### config.mk
export PLATFORM = sky130hd
export DESIGN_NAME = branch_resolve_unit
export DESIGN_NICKNAME = d
export VERILOG_FILES = /design/src/rtl/branch_resolve_unit.sv
export SDC_FILE = /design/constraint.sdc
export NUM_CORES = 1
export LEC_CHECK = 0
export CAP_MARGIN = 5
export CORE_MARGIN = 2
export CORE_UTILIZATION = 41
export CTS_CLUSTER_SIZE = 12
export DETAILED_ROUTE_END_ITERATION = 8
export GPL_TIMING_DRIVEN = 0
export PLACE_DENSITY = 0.78
export SYNTH_ARGS = -nofsm -noshare
export SYNTH_HDL_FRONTEND = slang
export SYNTH_SLANG_ARGS = --single-unit
### constraint.sdc
create_clock -name clk -period 2.7 [get_ports clk]
set_input_delay 0.27 -clock clk [delete_from_list [all_inputs] [get_ports clk]]
set_output_delay 0.27 -clock clk [all_outputs]
set_load 0.01 [all_outputs]
### src/rtl/branch_resolve_unit.sv
// Branch resolution stage: flag-based RV32I condition evaluation, registered
// outcome with mispredict/redirect, 2-bit-counter BHT and saturating stats.
module branch_resolve_unit #(
    parameter int XLEN    = 32,
    parameter int ADDR_W  = 32,
    parameter int BHT_IDX = 4,
    parameter int CNT_W   = 16
) (
    input  logic              clk,
    input  logic              rst,
    input  logic [ADDR_W-1:0] lookup_pc,
    output logic              lookup_taken,
    input  logic              in_valid,
    input  logic [2:0]        funct3,
    input  logic [XLEN-1:0]   rs1,
    input  logic [XLEN-1:0]   rs2,
    input  logic [ADDR_W-1:0] pc,
    input  logic [ADDR_W-1:0] target,
    input  logic              pred_taken,
    input  logic              flush,
    output logic              res_valid,
    output logic              res_taken,
    output logic              mispredict,
    output logic [ADDR_W-1:0] redirect_pc,
    output logic              illegal,
    output logic [CNT_W-1:0]  branch_cnt,
    output logic [CNT_W-1:0]  mispred_cnt
);

    localparam int BHT_N = 1 << BHT_IDX;

    logic [XLEN:0]        diff;
    logic                 z, s, v, c;
    logic                 cond;
    logic                 legal;
    logic [1:0]           bht [BHT_N];
    logic [BHT_IDX-1:0]   res_idx;
    logic [1:0]           bht_cur;
    logic [1:0]           bht_next;
    logic                 update;
    logic                 unused_bits;

    // Only the index bits of lookup_pc and the top two bits of diff matter.
    assign unused_bits = ^{lookup_pc, diff[XLEN-2:0]};

    // Flags from rs1 - rs2, then branch condition selected by funct3.
    always_comb begin
        diff  = {1'b0, rs1} + {1'b0, ~rs2} + (XLEN+1)'(1);
        z     = (rs1 == rs2);
        s     = diff[XLEN-1];
        c     = diff[XLEN];
        v     = (rs1[XLEN-1] != rs2[XLEN-1]) & (s != rs1[XLEN-1]);
        cond  = 1'b0;
        legal = 1'b1;
        case (funct3)
            3'b000:  cond = z;
            3'b001:  cond = ~z;
            3'b100:  cond = s ^ v;
            3'b101:  cond = ~(s ^ v);
            3'b110:  cond = ~c;
            3'b111:  cond = c;
            default: legal = 1'b0;
        endcase
    end

    // Capture the EX branch outcome; result registers are valid for one cycle.
    always_ff @(posedge clk or posedge rst) begin
        if (rst) begin
            res_valid   <= 1'b0;
            res_taken   <= 1'b0;
            mispredict  <= 1'b0;
            illegal     <= 1'b0;
            redirect_pc <= '0;
            res_idx     <= '0;
        end else if (in_valid && !flush) begin
            res_valid   <= 1'b1;
            res_taken   <= cond;
            mispredict  <= legal & (cond != pred_taken);
            illegal     <= ~legal;
            redirect_pc <= cond ? target : pc + ADDR_W'(4);
            res_idx     <= pc[BHT_IDX+1:2];
        end else begin
            res_valid   <= 1'b0;
            mispredict  <= 1'b0;
            illegal     <= 1'b0;
        end
    end

    // Saturating 2-bit counter step for the entry being trained.
    always_comb begin
        update  = res_valid & ~illegal;
        bht_cur = bht[res_idx];
        bht_next = bht_cur;
        if (res_taken) begin
            if (bht_cur != 2'b11) bht_next = bht_cur + 2'b01;
        end else begin
            if (bht_cur != 2'b00) bht_next = bht_cur - 2'b01;
        end
    end

    // BHT storage; lookup reads the pre-update value in a training cycle.
    always_ff @(posedge clk or posedge rst) begin
        if (rst) begin
            for (int unsigned i = 0; i < BHT_N; i++) bht[i] <= 2'b01;
        end else if (update) begin
            bht[res_idx] <= bht_next;
        end
    end

    assign lookup_taken = bht[lookup_pc[BHT_IDX+1:2]][1];

    // Saturating statistics over legal resolved branches.
    always_ff @(posedge clk or posedge rst) begin
        if (rst) begin
            branch_cnt  <= '0;
            mispred_cnt <= '0;
        end else if (update) begin
            if (branch_cnt != '1) branch_cnt <= branch_cnt + CNT_W'(1);
            if (mispredict && (mispred_cnt != '1)) mispred_cnt <= mispred_cnt + CNT_W'(1);
        end
    end

endmodule

==> results of run 1 <==
## worst max-delay path by stage
| stage | depth (start not counted) | end | startpoint | slack [ns] |
|---|---|---|---|---|
| 2_1_floorplan | 20 | redirect_pc[24] | rs2[1] | -0.42 |
| 3_3_place_gp | 21 | mispredict | rs2[1] | -1.53 |
| 3_5_place_dp | 21 | mispredict | rs2[1] | -1.52 |
| 4_1_cts | 22 | redirect_pc[20] | rs2[1] | -0.49 |
| 5_1_grt | 21 | redirect_pc[23] | rs2[1] | -0.75 |
| 6_report | 21 | mispredict | rs2[16] | -0.48 |
## cells by family after synthesis
| logic type | Yosys count |
|---|---|
| AND/OR/NAND/NOR | 210 |
| flip-flops | 104 |
| multiplexers | 81 |
| AO/OA/AOI/OAI | 78 |
| buffers and inverters | 64 |
| XOR/XNOR | 56 |
| adder cells (fa/ha/maj) | 38 |
## per-stage QoR
step	worst slack (ns)	hold WS (ns)
floorplan	-0.424	0.361
global placement	-1.53	0.463
detailed placement	-1.52	0.469
CTS	-0.494	0.344
global route	-0.748	0.373
finish	-0.485	0.331
## layout by cell type (no fill, tap or decap), types with 3 or more instances in the layout
cell	n
buf_4	14
dfrtp_1	87
ha_4	22
clkdlybuf4s50_1	156
dlygate4sd2_1	35
xnor2_1	43
xor2_1	13
mux2i_1	30
buf_6	5
and2_1	6
nor3_2	3
and3_1	13
clkdlybuf4s15_1	6
nand4_1	17
mux2_2	34
nand2_1	83
clkbuf_1	11
nor2b_1	7
mux4_2	15
clkbuf_2	3
o21ai_0	9
a21oi_1	19
nand3_1	27
nor3_1	7
nor2_1	26
inv_2	20
buf_12	8
inv_1	21
a21o_1	5
inv_8	3
ha_1	11
and4_1	7
buf_2	7
o21ai_1	28
clkbuf_16	10
dfstp_2	16
## worst register-to-register path, stage by stage (launching register included)
cell and delay (ns):
dfrtp_1 0.35, buf_6 0.16, buf_6 0.16, mux4_2 0.51
mux4_2 0.51, maj3_2 0.38, buf_6 0.16, mux2_2 0.27
## layer usage
metal / global-route usage [%] / routed length, µm / part of all wire (%)
met4: 9.34 / 548 / 3.0
met2: 38.0 / 9070 / 50
met1: 28.4 / 7320 / 41
met5: 0 / 0 / 0
met3: 4.16 / 1060 / 5.9
## registers in the layout, summed over array words and instances (netlist names)
register     cells
bht             32
redirect_pc     32
illegal          1
res_idx          4
mispredict       1
mispred_cnt     16
res_valid        1
res_taken        1
branch_cnt      16
## timing repair
item | CTS | global route
gates cloned | 2 | 1
pin swaps | 36 | 12
hold buffers | 0 | 0
hold endpoints to repair | 0 | 0
setup endpoints to repair | 67 | 55
setup buffers | 14 | 2
resized for setup | 154 | 19
## area by class of cell
type                            instances  area (µm²)
Multi-Input combinational cell        463        3840
Clock buffer                            9         225
Sequential cell                       104        2620
Fill cell                            1263        5650
Buffer                                 20         171
Inverter                               43         173
Clock inverter                          7        72.6
Antenna cell                            1        2.50
Timing Repair Buffer                  227        2210
Tap cell                              188         235
## power groups by stage
stage	Clock, mW	Combinational, mW	Sequential (mW)
2_1_floorplan	0	0.668	2.06
3_3_place_gp	0	1.39	2.02
3_5_place_dp	0	1.42	2.03
4_1_cts	1.35	1.53	2.01
5_1_grt	1.42	1.68	2.04
6_report	1.31	1.53	2.01
==> impl_results.md, run 1 <==
* Via density at 5.28
* Mapped Cells at 631
* Setup crit end kind: flip-flop
* Clk Latency, worst-skew pair at 0.35 ns
* Rows at 45
* Fin Clk Skew at 0.0104 ns
* Die Footprint at 16600 µm²
* Max Root-Sink Buffers at 2
* Cell Area, Synth at 6390 µm²
* CP dominant cell by count: a21o_1
* Die H at 129 µm
* Hold Path Class: primary input to asynchronous set/reset pin
* IO Port Bufs at 208
* Ys flop type: dfrtp_1
* Synth Area in XOR/XNOR at under 10%
* Initial antenna violation count at 1
* CTS tree: built
* Pin count of the biggest net entering global routing at 43
* CP arrival at 3.42 ns
* Pleak at 4.20 nW
* Most frequent cell after synthesis: dfrtp_1
* P_sw at around 1.5 mW
* Setup WS post-layout at -0.485 ns
* TritonRoute pass-1 iters at 4
* Die Wd at 129 µm
* Fin cells at 1062
* # IOs at 237
* Worst R2R End: bht[27]
* Worst path cell trace: dlygate4sd2_1 > inv_2 > ha_4 > a21o_1 > a21o_1 > a21o_1 > a21oi_1 > nor2_1 > nor2_1 > o21ai_1 > a31oi_2 > fa_2 > and2_4 > a41oi_2 > mux2i_1 > o31ai_1 > and3b_2 > buf_12 > buf_12 > xor2_1 > a211oi_2
* Fraction of the mapped netlist area in adder cells at 7.52%
* Nets@finish at 1072
* Unique masters post-synth at between 40 and 50
* Synth async-reset ratio at 100%
* Delay of the slowest critical-path stage at between 0.3 and 0.4 ns
* Worst R2R Setup Slack at 0.09 ns
* Compound-gate portion of the synthesized area at 6.93%
* GR Util All Layers at 22.5%
* Critical path's top delay family: compound AO/OA/AOI/OAI gates
* Final setup fails at 34
* Number of synthesized register bits at between 100 and 150
* Period utilisation layout at 118%
* Pwr dens at around 510 nW/µm²
* Power Internal at 3.37 mW
* Layout cells sized above 1 at 22.0%
* Dominant cells by area after synthesis: dfrtp_1 (34%), ha_1 (6.9%), dfstp_2 (6.6%), mux2_2 (6.0%), xnor2_1 (5.9%)
* # H-tree levels at 3
* Post-synth net total at 835
* DRT iter0 DRCs at 350
* Hold Fails Final Rpt at 0
* Register share of total power at around two fifths
* Largest family of logic cells by synthesized area: multiplexers
* CP max FO at 9
* Mux contribution to synthesized area at 16.3%
* Post-synth EDFFs at 0
* Area growth syn-to-layout at 49.6%
* Clk pwr share at 26.9%
* CP Buf/Inv Count at 4
* YS warnings at 0
* Antenna-violating nets left at 0
* Placer Congestion at between 0.9 and 1
* CTS buffer count at 9
* Comb power frac at 31.6%
* RSZ-0062 raised after global routing: true
* Post-route cell area at approximately 9600 µm²
* Mean post-synth cell area at just over 10 µm²
* Slowest stage cell, crit path: fa_2
* Seq/Total Area, Yosys at 41.1%
* Residual DRC at 0
* Placement Cell Area at 8800 µm²
* Final Util at 62.9%
* Vias in the first global route at 5829
* Final Max Tran Viols at 0
* Reg clk slew, reported paths at approximately 0.080 ns
* Type of origin of the critical path: primary input
* WL final at 18000 µm
* R2R depth at 7
* R2R Path Start: res_idx[0]
* Num Clock Sinks at roughly 100
* DR vias at 5603
* Global-route wire length before repair at 29000 µm
* Failing checks: setup timing
* Post-synth top area cell: dfrtp_1
* GRT overflow at 0
* Placed Cells incl. Taps at between 1000 and 1500
* Max_cap viols at 0
* Core Region at roughly 15000 µm²
* Status: finished with violations
* Worst vdd ir at 300 µV
* Worst Setup Path Type: primary input to flip-flop
* Commonest cells in the netlist: dfrtp_1 (88), nand2_1 (83), inv_1 (43), xnor2_1 (43), ha_1 (35)
* Share of the synthesized area in the top cell type at 34.5%
* Initial Util at a little over two fifths
* Sum Neg Setup Slack at -14.96 ns
* Design Power at roughly 4.8 mW
* Final HPWL DP at 13500 µm
* Wire length per cell at 16.9 µm
* Post-synthesis simple-gate area fraction at between 15 and 20%
* Sw frac at 30.4%
* Final min period at ~3.2 ns
* Worst Path Required at 2.94 ns
* Max Freq at 314 MHz
* Worst rel slew slack at 23.6%
* Slew of the pin with the lowest slew margin at around 1.1 ns
* Clock Root Buffer: clkbuf_16
Power figures use the tool's default switching activity.
==> run 2: changes to the inputs <==
--- a/config.mk
+++ b/config.mk
@@ -6,12 +6,13 @@
 export NUM_CORES = 1
 export LEC_CHECK = 0
 export CAP_MARGIN = 5
-export CORE_MARGIN = 2
+export CORE_MARGIN = 3
 export CORE_UTILIZATION = 41
 export CTS_CLUSTER_SIZE = 12
 export DETAILED_ROUTE_END_ITERATION = 8
 export GPL_TIMING_DRIVEN = 0
 export PLACE_DENSITY = 0.78
+export SLEW_MARGIN = 20
 export SYNTH_ARGS = -nofsm -noshare
 export SYNTH_HDL_FRONTEND = slang
 export SYNTH_SLANG_ARGS = --single-unit
==> impl_results.md, run 2 (same netlist as run 1, synthesis figures left out) <==
* Worst Path Required at 2.92 ns (-0.02 ns)
* Core Region at 14900 µm² (-2.2%)
* Worst R2R End: bht[25]
* Clk Latency, worst-skew pair at 0.35 ns (about the same)
* Final HPWL DP at 14100 µm (+4.2%)
* IO Port Bufs at 208 (unchanged)
* Clock Root Buffer: clkbuf_16
* R2R depth at 7 (unchanged)
* Pin count of the biggest net entering global routing at 36 (-16%)
* Nets@finish at 1084 (+1.1%)
* WL final at 18700 µm (+3.7%)
* Pwr dens at 503 nW/µm² (-0.71%)
* GR Util All Layers at 21.9% (-0.56 points)
* CP arrival at 3.53 ns (+0.11 ns)
* Residual DRC at 0 (unchanged)
* TritonRoute pass-1 iters at 4 (unchanged)
* Antenna-violating nets left at 0 (unchanged)
* Fin Clk Skew at 0.00961 ns (-0.000738 ns)
* Placer Congestion at 0.910 (+0.99%)
* Num Clock Sinks at 104 (unchanged)
* Design Power at 4.89 mW (+1.0%)
* Initial Util at 43.0% (+0.95 points)
* Most common cell after layout, fill and taps aside: clkdlybuf4s50_1
* Worst vdd ir at 341 µV (+14%)
* Setup WS post-layout at -0.617 ns (-0.132 ns)
* # IOs at 237 (unchanged)
* Via density at 5.31 (+0.57%)
* GRT overflow at 0 (unchanged)
* Hold Path Class: primary input to asynchronous set/reset pin
* Initial antenna violation count at 0 (-1)
* Final min period at 3.32 ns (+0.132 ns)
* DRT iter0 DRCs at 259 (-26%)
* Period utilisation layout at 123% (+4.9 points)
* Ant diodes at 0 (-1)
* Worst Setup Path Type: primary input to flip-flop
* DR vias at 5672 (+1.2%)
* Reg clk slew, reported paths at 0.08 ns (about the same)
* Max_cap viols at 0 (unchanged)
* Pre-CTS WS at -1.55 ns (-0.0330 ns)
* Fillers at 1169 (-7.4%)
* Wire length per cell at 17.5 µm (+3.0%)
* RSZ-0062 raised after global routing: true
* Pleak at 4.29 nW (+2.0%)
* CTS tree: built
* Die H at 131 µm (+1.6%)
* Setup crit end kind: flip-flop
* Rows at 44 (-2.2%)
* Biggest regs: bht: 32 flops, redirect_pc: 32 flops
* Final Max Tran Viols at 0 (unchanged)
* Worst rel slew slack at 52.2% (+29 points)
* Status: finished with violations
* Die Wd at 131 µm (+1.6%)
* Max Root-Sink Buffers at 2 (unchanged)
* Area growth syn-to-layout at 52.2%
* Hold Fails Final Rpt at 0 (unchanged)
* Max Freq at 301 MHz (-4.0%)
* CTS buffer count at 9 (unchanged)
* CP max FO at 5 (-4)
* Slew of the pin with the lowest slew margin at 0.716 ns (-0.421 ns)
* Failing checks: setup timing
* Layout cells sized above 1 at 22.8% (+0.83 points)
* Die Footprint at 17100 µm² (+3.1%)
* R2R Path Start: res_idx[0]
* Most frequent cells in the layout: clkdlybuf4s50_1 (165), dfrtp_1 (87), nand2_1 (83)
* Vias in the first global route at 5846 (+0.29%)
* Global-route wire length before repair at 29400 µm (+1.0%)
* # H-tree levels at 3 (unchanged)
* Type of origin of the critical path: primary input
* Final setup fails at 34 (unchanged)
* Worst R2R Setup Slack at 0.10 ns (about the same)
run 2: changes by cell type in the layout (fill, tap and decap cells not counted), moves of 4 or more:
| cell | delta |
|---|---|
| buf_4 | +6 |
| inv_1 | +4 |
| inv_2 | -4 |
| clkdlybuf4s50_1 | +9 |
| dlygate4sd2_1 | -9 |
| buf_16 | +4 |
run 2: how the worst max path moves through the flow:
stage	start	depth (start not counted)	slack [ns]	end
2_1_floorplan	rs2[1]	20	-0.42	redirect_pc[24]
3_3_place_gp	rs2[1]	21	-1.53	mispredict
3_5_place_dp	rs2[1]	21	-1.55	mispredict
4_1_cts	rs2[1]	22	-0.53	redirect_pc[17]
5_1_grt	rs2[1]	22	-0.79	redirect_pc[12]
6_report	rs2[16]	22	-0.62	redirect_pc[17]
run 2: stage by stage:
stage	std cells	hold slack (ns)	TNS (ns)	area (µm²)	utilization, %
final	1069	0.372	-18.71	9720	65.4
after detailed placement	1026	0.469	-52.05	8830	59.4
after global routing	1069	0.426	-25.20	9720	65.4
after global placement	1023	0.462	-51.53	8750	58.9
after floorplan	631	0.361	-13.28	6440	-
after CTS	1065	0.390	-16.02	9620	64.7
run 2: power breakdown:
group          switching [mW]  internal [mW]
clock network           0.641          0.652
registers               0.182           1.83
logic                   0.661          0.928
total                    1.48           3.41
run 2: layer usage:
| metal | track usage, % | routed length, µm | up-vias |
|---|---|---|---|
| met3 | 4.11 | 1080 | 30 |
| met5 | 0 | 0 | - |
| met2 | 38.1 | 9380 | 191 |
| met1 | 27.1 | 7690 | 2737 |
| met4 | 8.05 | 519 | 0 |
| li1 | - | - | 2714 |
run 2: what timing repair did:
action / 4_1_cts / 5_1_grt
setup endpoints to repair: 67 / 50
hold buffers: 0 / 0
gates resized for setup: 148 / 17
cloned: 2 / 0
buffers inserted: 23 / 4
pin swaps: 38 / 10
run 2: worst max-delay path, stage by stage:
cell and delay [ns]:
dlygate4sd2_1 0.19, inv_1 0.04, ha_1 0.29, a21o_1 0.13, a21o_1 0.12, a21o_1 0.12, a21oi_1 0.08, nor2_1 0.15
nor2_1 0.06, o21ai_1 0.17, a31oi_2 0.07, fa_2 0.35, and2_4 0.14, a41oi_2 0.17, mux2i_1 0.20, o31ai_1 0.08
and3b_1 0.22, buf_6 0.14, buf_12 0.12, buf_12 0.12, mux2i_2 0.23, o21ai_1 0.08
run 2: cell type report:
type | count | area (µm²) | area share [%]
plain buffers | 20 | 163 | 1.67
well taps | 184 | 230 | 2.37
clock inverters | 7 | 70.1 | 0.721
multi-input cells | 463 | 3840 | 39.6
flip-flops and latches | 104 | 2620 | 27.0
inverters | 43 | 173 | 1.78
repair buffers | 239 | 2390 | 24.6
clock buffers | 9 | 225 | 2.32
